**src/rtl/csr_unit_timer.sv**
```systemverilog
`default_nettype none
// +--------------------------------------------------------------------------+
// | csr_unit_timer: LoongArch CSR file with constant timer, interrupts, ERTN |
// | Revision 1.0                                                             |
// +--------------------------------------------------------------------------+
module csr_unit_timer #(
  parameter int          NUM_SAVE = 4,
  parameter int          TIMER_W  = 32,
  parameter logic [31:0] TID_RST  = 32'h0
) (
  input  logic        clk,
  input  logic        reset,
  input  logic [13:0] csr_rnum,
  output logic [31:0] csr_rvalue,
  input  logic        csr_we,
  input  logic [13:0] csr_wnum,
  input  logic [31:0] csr_wmask,
  input  logic [31:0] csr_wvalue,
  input  logic [7:0]  hw_int_in,
  input  logic        ipi_int_in,
  input  logic        wb_ex,
  input  logic [5:0]  wb_ecode,
  input  logic [8:0]  wb_esubcode,
  input  logic [31:0] wb_pc,
  input  logic [31:0] wb_vaddr,
  input  logic        ertn_flush,
  output logic [31:0] ex_entry,
  output logic [31:0] era_out,
  output logic        has_int
);
  localparam logic [13:0] CSR_CRMD   = 14'h00;
  localparam logic [13:0] CSR_PRMD   = 14'h01;
  localparam logic [13:0] CSR_ECFG   = 14'h04;
  localparam logic [13:0] CSR_ESTAT  = 14'h05;
  localparam logic [13:0] CSR_ERA    = 14'h06;
  localparam logic [13:0] CSR_BADV   = 14'h07;
  localparam logic [13:0] CSR_EENTRY = 14'h0C;
  localparam logic [13:0] CSR_SAVE0  = 14'h30;
  localparam logic [13:0] CSR_TID    = 14'h40;
  localparam logic [13:0] CSR_TCFG   = 14'h41;
  localparam logic [13:0] CSR_TVAL   = 14'h42;
  localparam logic [13:0] CSR_TICLR  = 14'h44;
  localparam logic [5:0]  ECODE_ADEF = 6'h08;
  localparam logic [5:0]  ECODE_ALE  = 6'h09;
  localparam logic [12:0] ECFG_WMASK = 13'h1BFF;

  typedef enum logic [1:0] {
    ACT_NONE  = 2'd0,
    ACT_EXC   = 2'd1,
    ACT_ERTN  = 2'd2,
    ACT_WRITE = 2'd3
  } act_t;

  act_t               act;
  logic [2:0]         crmd;
  logic [2:0]         prmd;
  logic [12:0]        ecfg;
  logic [1:0]         is_sw;
  logic [7:0]         is_hw;
  logic               is_timer;
  logic               is_ipi;
  logic [5:0]         ecode;
  logic [8:0]         esubcode;
  logic [31:0]        era;
  logic [31:0]        badv;
  logic [25:0]        eentry;
  logic [31:0]        tid;
  logic [31:0]        save [NUM_SAVE];
  logic [TIMER_W-1:0] tcfg;
  logic [TIMER_W-1:0] tval;
  logic [TIMER_W-1:0] tcfg_new;
  logic [TIMER_W-1:0] tval_next;
  logic               tcfg_wr;
  logic               ticlr_hit;
  logic               timer_set;
  logic [12:0]        int_vec;

  // Exception beats ERTN beats a CSR write; the loser of the same cycle is dropped.
  always_comb begin
    act = ACT_NONE;
    if (wb_ex)           act = ACT_EXC;
    else if (ertn_flush) act = ACT_ERTN;
    else if (csr_we)     act = ACT_WRITE;
  end

  assign tcfg_wr   = (act == ACT_WRITE) && (csr_wnum == CSR_TCFG);
  assign ticlr_hit = (act == ACT_WRITE) && (csr_wnum == CSR_TICLR) && csr_wmask[0] && csr_wvalue[0];
  assign tcfg_new  = (tcfg & ~csr_wmask[TIMER_W-1:0]) | (csr_wvalue[TIMER_W-1:0] & csr_wmask[TIMER_W-1:0]);

  always_comb begin
    tval_next = tval;
    timer_set = 1'b0;
    if (tcfg_wr) begin
      if (tcfg_new[0]) tval_next = {tcfg_new[TIMER_W-1:2], 2'b00};
    end else if (tcfg[0]) begin
      if (tval != '0) begin
        tval_next = tval - TIMER_W'(1);
        timer_set = (tval == TIMER_W'(1));
      end else if (tcfg[1]) begin
        tval_next = {tcfg[TIMER_W-1:2], 2'b00};
      end
    end
  end

  always_ff @(posedge clk or posedge reset) begin
    if (reset) begin
      crmd     <= '0;
      prmd     <= '0;
      ecfg     <= '0;
      is_sw    <= '0;
      is_hw    <= '0;
      is_timer <= 1'b0;
      is_ipi   <= 1'b0;
      ecode    <= '0;
      esubcode <= '0;
      era      <= '0;
      badv     <= '0;
      eentry   <= '0;
      tid      <= TID_RST;
      tcfg     <= '0;
      tval     <= '0;
      for (int i = 0; i < NUM_SAVE; i++) save[i] <= '0;
    end else begin
      is_hw  <= hw_int_in;
      is_ipi <= ipi_int_in;
      tval   <= tval_next;
      // A timer expiry on the same edge as a TICLR write keeps the interrupt pending.
      if (timer_set)      is_timer <= 1'b1;
      else if (ticlr_hit) is_timer <= 1'b0;
      case (act)
        ACT_EXC: begin
          prmd     <= crmd;
          crmd     <= 3'b000;
          era      <= wb_pc;
          ecode    <= wb_ecode;
          esubcode <= wb_esubcode;
          if (wb_ecode == ECODE_ADEF)     badv <= wb_pc;
          else if (wb_ecode == ECODE_ALE) badv <= wb_vaddr;
        end
        ACT_ERTN: crmd <= prmd;
        ACT_WRITE: begin
          case (csr_wnum)
            CSR_CRMD:   crmd   <= (crmd & ~csr_wmask[2:0]) | (csr_wvalue[2:0] & csr_wmask[2:0]);
            CSR_PRMD:   prmd   <= (prmd & ~csr_wmask[2:0]) | (csr_wvalue[2:0] & csr_wmask[2:0]);
            CSR_ECFG:   ecfg   <= (ecfg & ~(csr_wmask[12:0] & ECFG_WMASK))
                                  | (csr_wvalue[12:0] & csr_wmask[12:0] & ECFG_WMASK);
            CSR_ESTAT:  is_sw  <= (is_sw & ~csr_wmask[1:0]) | (csr_wvalue[1:0] & csr_wmask[1:0]);
            CSR_ERA:    era    <= (era & ~csr_wmask) | (csr_wvalue & csr_wmask);
            CSR_BADV:   badv   <= (badv & ~csr_wmask) | (csr_wvalue & csr_wmask);
            CSR_EENTRY: eentry <= (eentry & ~csr_wmask[31:6]) | (csr_wvalue[31:6] & csr_wmask[31:6]);
            CSR_TID:    tid    <= (tid & ~csr_wmask) | (csr_wvalue & csr_wmask);
            CSR_TCFG:   tcfg   <= tcfg_new;
            default: ;
          endcase
          for (int i = 0; i < NUM_SAVE; i++) begin
            if (csr_wnum == CSR_SAVE0 + 14'(i))
              save[i] <= (save[i] & ~csr_wmask) | (csr_wvalue & csr_wmask);
          end
        end
        default: ;
      endcase
    end
  end

  assign int_vec = {is_ipi, is_timer, 1'b0, is_hw, is_sw};

  always_comb begin
    csr_rvalue = '0;
    case (csr_rnum)
      CSR_CRMD:   csr_rvalue = {28'h0, 1'b1, crmd};
      CSR_PRMD:   csr_rvalue = {29'h0, prmd};
      CSR_ECFG:   csr_rvalue = {19'h0, ecfg};
      CSR_ESTAT:  csr_rvalue = {1'b0, esubcode, ecode, 3'b000, int_vec};
      CSR_ERA:    csr_rvalue = era;
      CSR_BADV:   csr_rvalue = badv;
      CSR_EENTRY: csr_rvalue = {eentry, 6'b0};
      CSR_TID:    csr_rvalue = tid;
      CSR_TCFG:   csr_rvalue = 32'(tcfg);
      CSR_TVAL:   csr_rvalue = 32'(tval);
      default: begin
        for (int i = 0; i < NUM_SAVE; i++) begin
          if (csr_rnum == CSR_SAVE0 + 14'(i)) csr_rvalue = save[i];
        end
      end
    endcase
  end

  assign ex_entry = {eentry, 6'b0};
  assign era_out  = era;
  assign has_int  = crmd[2] & (|(ecfg & int_vec));

endmodule
`default_nettype wire

```
**config.mk**
```make
export PLATFORM = sky130hd
export DESIGN_NAME = csr_unit_timer
export DESIGN_NICKNAME = d
export VERILOG_FILES = /design/src/rtl/csr_unit_timer.sv
export SDC_FILE = /design/constraint.sdc
export NUM_CORES = 1
export LEC_CHECK = 0
export ABC_AREA = 0
export CAP_MARGIN = 30
export CORE_ASPECT_RATIO = 0.6
export CORE_MARGIN = 2
export CORE_UTILIZATION = 50
export DETAILED_ROUTE_END_ITERATION = 12
export PLACE_DENSITY = 0.77
export SLEW_MARGIN = 20
export SYNTH_ARGS = -nofsm -noshare
export SYNTH_HDL_FRONTEND = slang
export SYNTH_SLANG_ARGS = --single-unit
```
**constraint.sdc**
```tcl
create_clock -name clk -period 10.7 [get_ports clk]
set_input_delay 1.605 -clock clk [delete_from_list [all_inputs] [get_ports clk]]
set_output_delay 1.605 -clock clk [all_outputs]
set_load 0.005 [all_outputs]
```
==> metrics.md <==
| Metric | Value |
|---|---|
| Finished Cell Area | 24,200 um2 |
| CTS tree | built |
| Number of synthesized flops with an enable pin | 0 |
| Ports | 282 |
| Main flop type after synthesis | dfrtp_1 |
| Max-slew violations | 0 |
| GRT overflow | 0 |
| Post-Syn Instances | 1,951 |
| Starting DRT DRC Count | 2,600 |
| Final ANT Viol Nets | 0 |
| Max Freq | 144 MHz |
| Clock-pin slew on the worst setup and hold paths | 0.06 ns |
| First-pass GRT wire length | 106,000 um |
| Die ar. | 41,200 um2 |
| Synth top area share | 0.455 |
| Sequential area share after synthesis | 0.455 |
| Gr usage total | 0.339 |
| Largest net degree at the start of global routing | 182 |
| Total core area | 39,000 um2 |
| Mapped cell area | 19,800 um2 |
| Drc violations | 0 |
| Final clock skew | 0.0150 ns |
| CTS buffer count | 36 |
| First drt pass iteration count | 8 |
| Die height | 158 um |
| Final period utilization | 0.650 |
| Commonest cells in the netlist | 359 x dfrtp_1, 342 x nand2_1, 174 x nor2_1 |
| RSZ-0062 raised after global routing | no |
| Final hold viol count | 0 |
| CP dominant cell by count | clkdlybuf4s50_1 |
| Post-DP HPWL | 46,100 um |
| CTS Root Cell | clkbuf_16 |
| Setup repair bufs after CTS | 0 |
| Busiest grt layer | met2 |
| Pwr dens | 131 nW/um2 |
| H-tree level count | 2 |
| Clk sinks | 359 |
| CP Capture Type | output port |
| Count leader, synth | dfrtp_1 |
| Vias in the first global route | 17,800 |
| Fraction of layout cells with a size suffix above 1 | 0.155 |
| FF+latch count, synth | 359 |
| Setup violators final | 0 |
| Area grow syn2layout | 22.2% |
| Number of max-cap violations | 0 |
| GRT met3 Usage | 0.106 |
| Worst slew pin tran | 1.07 ns |
| Initial Utilization | 0.506 |
| Max VDD drop | 0.0782 mV |
| Tmin final | 6.95 ns |
| Cell breakdown of the critical path | clkdlybuf4s50_1, nor4_1, nand4_1, nor2_2, buf_4, o2bb2ai_1, a211oi_1, a32oi_1, clkdlybuf4s50_1 |
| WL final | 70,000 um |
| PortBufs | 275 |
| Initial antenna violation count | 5 |
| Worst EP arrival | 5.35 ns |
| Max clock buf depth | 3 |
| Critical Path Max Stage Delay | 0.84 ns |
| WL per Instance | 26.0 um |
| Asr flop ratio synth | 1.00 |
| Worst skew pair latency | 0.55 ns |
| Post-cts sizing count | 0 |
| M2 GR Usage | 0.495 |
| Post-synth top area cell | dfrtp_1 |
| Hold WC Path Type | register to register |
| Avg Inst Size Synth | 10.1 um2 |
| Ys Warns | 0 |
| Vias | 17,900 |
| Worst path slowest cell | nor2_2 |
| Row Count | 56 |
| Dominant cells by area after synthesis | dfrtp_1 45%, mux2_2 9.1%, nand2_1 6.5% |
| Setup TNS | 0 ns |
| Setup Crit Path Kind | input pin to output port |
| Routed vias/inst | 6.65 |
| Fin nets | 2,332 |
| WHS | 0.494 ns |
| Status | finished, final reports clean |
| Hold Buf Count CTS | 0 |
| P_leak | 10.3 nW |
| Critical path fanouts, max | 18 |
| Critical Path RT | 9.10 ns |
| Synth cell types | 78 |
| Slew margin rel. | 0.287 |
| Die width | 261 um |
| CP startpoint kind | input pin |
| Final worst slack | 3.75 ns |
| Final Wtd Congestion | 0.872 |
| Worst slack, placed | 3.91 ns |
| Placed cell areas | 22,900 um2 |
| Met1 Use GR | 0.476 |
-- cell families after synthesis --
| kind of cell | share of synthesized area |
|---|---|
| multiplexers | 0.185 |
| other | 0.000190 |
| AND/OR/NAND/NOR | 0.169 |
| XOR/XNOR | 0.00133 |
| flip-flops | 0.455 |
| adder cells (fa/ha/maj) | 0.00190 |
| AO/OA/AOI/OAI | 0.146 |
| buffers and inverters | 0.0415 |
-- stage by stage --
step | cells | power, mW | util
after floorplan | 1956 | 1.65 | -
after global placement | 2621 | 1.82 | 0.583
after detailed placement | 2627 | 1.83 | 0.586
after CTS | 2691 | 3.18 | 0.618
final | 2694 | 3.18 | 0.619
after global routing | 2693 | 3.27 | 0.619
-- final cells by class --
class / count / area [um2]
well taps: 522 / 653
multi-input cells: 1417 / 10100
flip-flops and latches: 359 / 8980
inverters: 16 / 63.8
clock inverters: 12 / 168
fillers: 2973 / 14900
repair buffers: 314 / 3130
diodes: 2 / 5.00
clock buffers: 52 / 1080
-- critical path: cells and delay by family --
family,cells,cell delay [ns]
simple gates,3,1.75
buf+inv,3,1.45
compound gates,3,0.51
-- report_power, final --
part           internal, mW  switching [mW]  total [mW]
Sequential             1.42          0.0699        1.49
Clock                 0.801           0.554        1.36
Combinational         0.156           0.174       0.330
Total                  2.38           0.798        3.18
-- cells in the final DEF, fill, tap and decap left out, types with 6 or more instances in the layout --
cell type        count
a211oi_1             7
a21oi_1             24
a221oi_1            10
a222oi_1            36
a22o_1              10
a22oi_1             46
a2bb2oi_1            6
a31oi_1             39
a32oi_1              8
buf_4               31
clkbuf_16           37
clkbuf_8            10
clkdlybuf4s50_1    273
clkinv_2             6
conb_1               6
dfrtp_1            359
inv_1               14
mux2_1              97
mux2_2             159
mux4_2              32
nand2_1            342
nand2b_1            23
nand3_1             31
nand3b_1             9
nand4_1             25
nor2_1             169
nor3_1              31
nor3b_1             16
nor4_1              12
o211ai_1             9
o21a_1              25
o21ai_0             70
o21bai_1             8
o221ai_1            13
o22a_1              32
or3_1               10
-- final timing paths --
kind                                          start                   end  slack, ns  depth (start not counted)
worst min register to register             register              register       0.49                          1
worst max-delay path                   csr_rnum[11]         csr_rvalue[1]       3.75                          9
worst min-delay path                       register              register       0.49                          1
min in group asynchronous                     reset             async pin       1.66                          3
max in group asynchronous                     reset             async pin       7.47                          4
worst max register to register  tval[7]$_DFFE_PP0P_  tval[11]$_DFFE_PP0P_       7.06                          6
-- routing by layer --
layer	part of all wire	wire length (um)	up-vias
met4	0.033	2310	6
li1	-	-	7547
met3	0.13	9270	186
met5	0.00060	42	-
met2	0.43	29800	1200
met1	0.41	28500	8965
(Power assumes the default switching activity.)
